==> config.mk <==
export PLATFORM = sky130hd
export DESIGN_NAME = mmio_io_responder_flat
export DESIGN_NICKNAME = d
export VERILOG_FILES = /design/src/rtl/mem_bus_pkg.sv /design/src/rtl/mmio_io_responder_if.sv /design/src/rtl/mmio_countdown_timer.sv /design/src/rtl/mmio_io_responder.sv /design/src/flat_wrapper.sv
export SDC_FILE = /design/constraint.sdc
export NUM_CORES = 1
export LEC_CHECK = 0
export ABC_AREA = 1
export BUFFER_PORTS_ARGS = -buffer_cell sky130_fd_sc_hd__buf_4
export CAP_MARGIN = 15
export CELL_PAD_IN_SITES_DETAIL_PLACEMENT = 0
export CELL_PAD_IN_SITES_GLOBAL_PLACEMENT = 1
export CORE_MARGIN = 3
export CORE_UTILIZATION = 42
export DETAILED_ROUTE_END_ITERATION = 6
export GPL_ROUTABILITY_DRIVEN = 0
export GPL_TIMING_DRIVEN = 0
export PLACE_DENSITY = 0.91
export SLEW_MARGIN = 5
export SYNTH_ARGS = -nofsm -noshare
export SYNTH_HDL_FRONTEND = slang
export SYNTH_SLANG_ARGS = --single-unit
==> constraint.sdc <==
create_clock -name clk -period 4.6 [get_ports clk]
set_input_delay 0.69 -clock clk [delete_from_list [all_inputs] [get_ports clk]]
set_output_delay 0.69 -clock clk [all_outputs]
set_load 0.02 [all_outputs]
==> src/rtl/mem_bus_pkg.sv <==
// Shared definitions for the CPU data-memory bus and its I/O window.
//   - mem_cmd encodings (MNONE / MREAD / MWRITE; 2'b11 is treated as MNONE by responders)
//   - bus widths and the I/O register addresses
//   - countdown timer state type
package mem_bus_pkg;

  localparam int unsigned ADDR_W = 9;
  localparam int unsigned DATA_W = 16;

  typedef enum logic [1:0] {
    MNONE  = 2'b00,
    MREAD  = 2'b01,
    MWRITE = 2'b10
  } mem_cmd_e;

  localparam logic [ADDR_W-1:0] LED_ADDR = 9'h100;
  localparam logic [ADDR_W-1:0] SW_ADDR  = 9'h140;
  localparam logic [ADDR_W-1:0] CNT_ADDR = 9'h180;
  localparam logic [ADDR_W-1:0] TMR_ADDR = 9'h1C0;
  localparam logic [ADDR_W-1:0] TST_ADDR = 9'h1C1;

  typedef enum logic {
    TmrIdle = 1'b0,
    TmrRun  = 1'b1
  } tmr_state_e;

endpackage

==> src/rtl/mmio_io_responder_if.sv <==
// Data-memory bus as seen by the I/O responder.
//   master : CPU side, drives mem_cmd / mem_addr / write_data, receives io_sel / io_rdata
//   slave  : responder side, the reverse
interface mmio_io_responder_if;
  import mem_bus_pkg::*;

  logic [1:0]        mem_cmd;
  logic [ADDR_W-1:0] mem_addr;
  logic [DATA_W-1:0] write_data;
  logic              io_sel;
  logic [DATA_W-1:0] io_rdata;

  modport master (
    output mem_cmd,
    output mem_addr,
    output write_data,
    input  io_sel,
    input  io_rdata
  );

  modport slave (
    input  mem_cmd,
    input  mem_addr,
    input  write_data,
    output io_sel,
    output io_rdata
  );

endinterface

==> src/rtl/mmio_countdown_timer.sv <==
// One-shot countdown timer with a sticky expired flag.
//   clk, reset : clock, asynchronous active-high reset
//   load       : load count from load_val (nonzero starts, zero stops)
//   load_val   : value to load
//   status_rd  : status read this edge; clears expired unless an expiry happens on the same edge
//   count      : current count (0 when idle)
//   expired    : sticky expiry flag
module mmio_countdown_timer
  import mem_bus_pkg::*;
(
  input  logic              clk,
  input  logic              reset,
  input  logic              load,
  input  logic [DATA_W-1:0] load_val,
  input  logic              status_rd,
  output logic [DATA_W-1:0] count,
  output logic              expired
);

  tmr_state_e        state_q, state_d;
  logic [DATA_W-1:0] count_q, count_d;
  logic              expired_q, expired_d;
  logic              expire_set;

  always_ff @(posedge clk or posedge reset) begin
    if (reset) begin
      state_q   <= TmrIdle;
      count_q   <= '0;
      expired_q <= 1'b0;
    end else begin
      state_q   <= state_d;
      count_q   <= count_d;
      expired_q <= expired_d;
    end
  end

  // A load always wins over the decrement.
  always_comb begin
    state_d = state_q;
    count_d = count_q;
    unique case (state_q)
      TmrIdle: begin
        if (load) begin
          count_d = load_val;
          state_d = (load_val != '0) ? TmrRun : TmrIdle;
        end
      end
      TmrRun: begin
        if (load) begin
          count_d = load_val;
          state_d = (load_val != '0) ? TmrRun : TmrIdle;
        end else begin
          count_d = count_q - DATA_W'(1);
          if (count_q == DATA_W'(1)) state_d = TmrIdle;
        end
      end
      default: state_d = TmrIdle;
    endcase
  end

  // Expiry is the 1 -> 0 point of the run; it still counts if a reload lands on it,
  // and it beats a simultaneous status-read clear.
  always_comb begin
    expire_set = (state_q == TmrRun) && (count_q == DATA_W'(1));
    expired_d  = expire_set | (expired_q & ~status_rd);
    count      = count_q;
    expired    = expired_q;
  end

endmodule

==> src/rtl/mmio_io_responder.sv <==
// Responder for the memory-mapped I/O window on the CPU data-memory bus.
// Holds the LED register, a 2-flop switch synchroniser, a free-running cycle counter and,
// when MMIO_TIMER_EN is defined, a one-shot countdown timer (TMR/TST registers, timer_irq).
// Read data is registered: a hit at edge N presents io_sel/io_rdata for the following cycle.
//   clk, reset : clock, asynchronous active-high reset
//   bus        : slave side of the data-memory bus (mem_cmd/mem_addr/write_data in,
//                io_sel/io_rdata out)
//   sw_in      : raw asynchronous switches
//   led_out    : LED register
//   timer_irq  : timer expired flag (tied 0 without MMIO_TIMER_EN)
module mmio_io_responder
  import mem_bus_pkg::*;
(
  input  logic                  clk,
  input  logic                  reset,
  mmio_io_responder_if.slave    bus,
  input  logic [7:0]            sw_in,
  output logic [7:0]            led_out,
  output logic                  timer_irq
);

  logic [7:0]        led_q, led_d;
  logic [7:0]        sw_meta_q, sw_meta_d;
  logic [7:0]        sw_sync_q, sw_sync_d;
  logic [DATA_W-1:0] cnt_q, cnt_d;
  logic              io_sel_q, io_sel_d;
  logic [DATA_W-1:0] io_rdata_q, io_rdata_d;

  logic rd, wr;
  assign rd = (bus.mem_cmd == MREAD);
  assign wr = (bus.mem_cmd == MWRITE);

`ifdef MMIO_TIMER_EN
  logic              tmr_load;
  logic              tmr_status_rd;
  logic [DATA_W-1:0] tmr_count;
  logic              tmr_expired;

  assign tmr_load      = wr && (bus.mem_addr == TMR_ADDR);
  assign tmr_status_rd = rd && (bus.mem_addr == TST_ADDR);

  mmio_countdown_timer u_timer (
    .clk       (clk),
    .reset     (reset),
    .load      (tmr_load),
    .load_val  (bus.write_data),
    .status_rd (tmr_status_rd),
    .count     (tmr_count),
    .expired   (tmr_expired)
  );

  assign timer_irq = tmr_expired;
`else
  // Only the LED byte of write_data is used in this build.
  logic unused_wdata_hi;
  assign unused_wdata_hi = ^bus.write_data[DATA_W-1:8];
  assign timer_irq       = 1'b0;
`endif

  always_ff @(posedge clk or posedge reset) begin
    if (reset) begin
      led_q      <= '0;
      sw_meta_q  <= '0;
      sw_sync_q  <= '0;
      cnt_q      <= '0;
      io_sel_q   <= 1'b0;
      io_rdata_q <= '0;
    end else begin
      led_q      <= led_d;
      sw_meta_q  <= sw_meta_d;
      sw_sync_q  <= sw_sync_d;
      cnt_q      <= cnt_d;
      io_sel_q   <= io_sel_d;
      io_rdata_q <= io_rdata_d;
    end
  end

  always_comb begin
    led_d     = (wr && (bus.mem_addr == LED_ADDR)) ? bus.write_data[7:0] : led_q;
    sw_meta_d = sw_in;
    sw_sync_d = sw_meta_q;
    cnt_d     = cnt_q + DATA_W'(1);
  end

  // Read decode; anything that is not a read hit returns io_sel=0 with zero data.
  always_comb begin
    io_sel_d   = 1'b0;
    io_rdata_d = '0;
    if (rd) begin
      case (bus.mem_addr)
        LED_ADDR: begin
          io_sel_d   = 1'b1;
          io_rdata_d = {{(DATA_W-8){1'b0}}, led_q};
        end
        SW_ADDR: begin
          io_sel_d   = 1'b1;
          io_rdata_d = {{(DATA_W-8){1'b0}}, sw_sync_q};
        end
        CNT_ADDR: begin
          io_sel_d   = 1'b1;
          io_rdata_d = cnt_q;
        end
`ifdef MMIO_TIMER_EN
        TMR_ADDR: begin
          io_sel_d   = 1'b1;
          io_rdata_d = tmr_count;
        end
        TST_ADDR: begin
          io_sel_d   = 1'b1;
          io_rdata_d = {{(DATA_W-1){1'b0}}, tmr_expired};
        end
`endif
        default: ;
      endcase
    end
  end

  assign bus.io_sel   = io_sel_q;
  assign bus.io_rdata = io_rdata_q;
  assign led_out      = led_q;

endmodule

==> src/flat_wrapper.sv <==
// flat-port wrapper written by rule: the top's interface ports become plain ports
module mmio_io_responder_flat import mem_bus_pkg::*;
  (clk, reset, sw_in, led_out, timer_irq, bus_mem_cmd, bus_mem_addr, bus_write_data, bus_io_sel, bus_io_rdata);
  mmio_io_responder_if bus_i ();
  input  logic clk;
  input  logic reset;
  input  logic [7:0] sw_in;
  output logic [7:0] led_out;
  output logic timer_irq;
  input wire logic [$bits(bus_i.mem_cmd)-1:0] bus_mem_cmd;
  input wire logic [$bits(bus_i.mem_addr)-1:0] bus_mem_addr;
  input wire logic [$bits(bus_i.write_data)-1:0] bus_write_data;
  output wire logic [$bits(bus_i.io_sel)-1:0] bus_io_sel;
  output wire logic [$bits(bus_i.io_rdata)-1:0] bus_io_rdata;
  assign bus_i.mem_cmd = bus_mem_cmd;
  assign bus_i.mem_addr = bus_mem_addr;
  assign bus_i.write_data = bus_write_data;
  assign bus_io_sel = bus_i.io_sel;
  assign bus_io_rdata = bus_i.io_rdata;
  mmio_io_responder u_core (.clk(clk), .reset(reset), .bus(bus_i), .sw_in(sw_in), .led_out(led_out), .timer_irq(timer_irq));
endmodule
==> impl_results.md <==
* DP Cell Count at 352
* Initial cell density of the core at 44.56%
* Area leader, netlist: dfrtp_1
* Detailed-route via count at roughly 1700
* Wirelength per Cell at 11.96 um
* Power density over cell area at 335.1 nW/um^2
* Max Cap Viol at 0
* Setup bufs post-CTS at 0
* Critical Path RT at 3.91 ns
* Unrepaired setup endpoints after global routing: false
* Crit-path leading delay family: flip-flops
* Vias in the first global route at 1661
* First-pass GRT wire length at 7507 um
* Tcrit/Tclk final at a little over a third
* Clock Tree Buf Depth at 2
* Buf/Inv on CP at 1
* Final Non-Filler Cells at 368
* Post-DR vias/cell at ~4.6
* Avg Cell Area, Syn at 10.30 um^2
* Grt ovf at 0
* Initial drt markers at 98
* Netlist cell types at 26
* Synth top area cells: dfrtp_1, nand3_1, nand2_1, inv_1, xor2_1
* Placement Setup Slack at 2.808 ns
* Post-Syn Nets at 266
* Antenna-violating nets left at 0
* Sequential share of the synthesized area at 60.74%
* XOR/XNOR Fraction of Synth Area at 4.475%
* CTS Buf Count at 9
* Crit path cell chain: buf_4
* Final Hold Viols at 0
* Slew @ Worst Pin at just under 0.6 ns
* Die Width at 80.78 um
* Commonest non-fill, non-tap cell in the layout: dfrtp_1
* Status: complete, no violations
* Slew margin rel. at 60.98%
* Fin util at 57.88%
* Max incr delay on CP at 0.42 ns
* Ant. Diodes at 0
* Clock transition at path regs at 0.07 ns
* Tot GR Track Use at 15.68%
* Synth Instances at ~230
* Rows at 26
* Post-CTS sizing at 0
* Synth top area share at 60.74%
* Initial antenna violation count at 0
* Final setup fails at 0
* Mux cell area share after synthesis at 0%
* CTS tree: built
* Core Area at 5270 um^2
* FMAX at 615.9 MHz
* Hold WS at 0.3445 ns
* Crit Path Category: flop to output port
* Most used DFF post-synth: dfrtp_1
* CP Max Fanout at 3
* Hold buffers post-CTS at 0
* Drt first pass iters at 4
* Hold crit path type: flop to flop
* Io pins at 63
* Final setup margin at a little under 3 ns
* Crit path time final at 1.624 ns
* Slew Viols, Final at 0
* CTS H-tree lvls at 3
* Remaining DRCs at 0
* DP Wirelength at 3242 um
* Pin count of the biggest net entering global routing at 31
* Overall routed net length at 4401 um
* Setup TNS at 0 ns
* Layout area overhead at 29.89%
* Yosys reg bits at 57
* Data arrival time of the critical path at 0.93 ns
* EDFF count, synth at 0
* Share of cells above drive strength 1 at between 30% and 40%
* Final #Nets at between 300 and 400
* Post-synthesis adder-cell area fraction at less than 1%
* Clock Sinks at 57
* Slowest-stage cell, CP: dfrtp_1
* Complex-gate fraction of the synthesized area at 3.889%
* Worst setup EP type: output port
* Cell Area, Synth at roughly 2300 um^2
* P_leak at 1.582 nW
* Yosys warns at 0
* Max VDD drop at around 0.25 mV
* Type of origin of the critical path: flop
* Number of port buffers at 53
* Largest family of logic cells by synthesized area: simple AND/OR/NAND/NOR gates
* Buffer type at the clock tree root: clkbuf_8
* Layout Skew at 0.01385 ns
* DIE AREA at 6525 um^2
* Asr flop ratio synth at 100.0%
* Die Height at between 80 and 90 um
* Most frequent cells in the layout: dfrtp_1, buf_4, nand2_1
* Simple-Gate Fraction of Synth Area at 24.13%
* Skew-Pair Late Insertion Delay at 0.35 ns
## power breakdown
group | total (W) | leakage, nW | switching (W) | internal, W
Clock | 0.000460 | 0.0953 | 0.000198 | 0.000263
Combinational | 0.0000493 | 0.742 | 0.0000274 | 0.0000219
Sequential | 0.000512 | 0.745 | 0.00000281 | 0.000510
## layer usage
layer / routed length (um) / GRT usage (%)
met4: 90 / 8.108
met2: 2081 / 23.76
met5: 0 / 0
met1: 1922 / 20.13
met3: 306 / 5.100
## sequential cells by signal (all words and copies together) (netlist names)
name,count
u_core.bus.io_rdata,16
u_core.bus.io_sel,1
u_core.cnt_q,16
u_core.led_out,8
u_core.sw_meta_q,8
u_core.sw_sync_q,8
## cells in the mapped netlist, types with 2 or more instances
| master | count |
|---|---|
| dfrtp_1 | 57 |
| nand2_1 | 38 |
| nand3_1 | 35 |
| inv_1 | 27 |
| nor2_1 | 20 |
| xor2_1 | 9 |
| o21ai_2 | 8 |
| nand2_2 | 7 |
| nor3_1 | 4 |
| nor2_2 | 3 |
| xnor2_1 | 3 |
| buf_6 | 2 |
| inv_2 | 2 |
## final timing paths
| path | slack [ns] | to | cells after the start | startpoint |
|---|---|---|---|---|
| max in group asynchronous | 3.63 | u_core.sw_meta_q[1] | 3 | reset |
| hold / removal | 0.34 | u_core.sw_sync_q[2] | 0 | u_core.sw_meta_q[2] |
| hold reg to reg | 0.34 | u_core.sw_sync_q[2] | 0 | u_core.sw_meta_q[2] |
| min in group asynchronous | 0.42 | u_core.bus.io_rdata[5] | 2 | reset |
| setup / recovery | 2.98 | led_out[7] | 1 | u_core.led_out[7] |
| setup reg to reg | 3.25 | u_core.cnt_q[12] | 7 | u_core.cnt_q[0] |
## worst register-to-register path, cell delays in order (launching register included)
cell and delay, ns:
dfrtp_1 0.39, ha_1 0.20, nand3_1 0.12, nand3b_4 0.21
nor2_2 0.16, nand2_1 0.07, nand2_1 0.06, nand2_1 0.05
## area by class of cell
cell class	count	area [um^2]
fillers	463	2220
flip-flops and latches	57	1426
multi-input cells	138	779.5
repair buffers	54	417.9
clock buffers	11	141.4
inverters	30	112.6
well taps	70	87.58
clock inverters	5	55.05
plain buffers	3	30.03
## stage by stage
stage | total power, W | cell area, um^2
finish | 0.001022 | 3050
global route | 0.001068 | 3050
CTS | 0.001033 | 3050
detailed placement | 0.0005720 | 2854
global placement | 0.0005686 | 2834
floorplan | 0.0005437 | 2349
## cells by family after synthesis
family | Yosys count
xor gates and xnor gates | 12
other | 1
DFF | 57
buffers and inverters | 33
adders and majority gates | 1
AOI/OAI and AO/OA | 10
and+or+nand+nor | 114
Note: power is estimated with default switching activity, not from simulation.
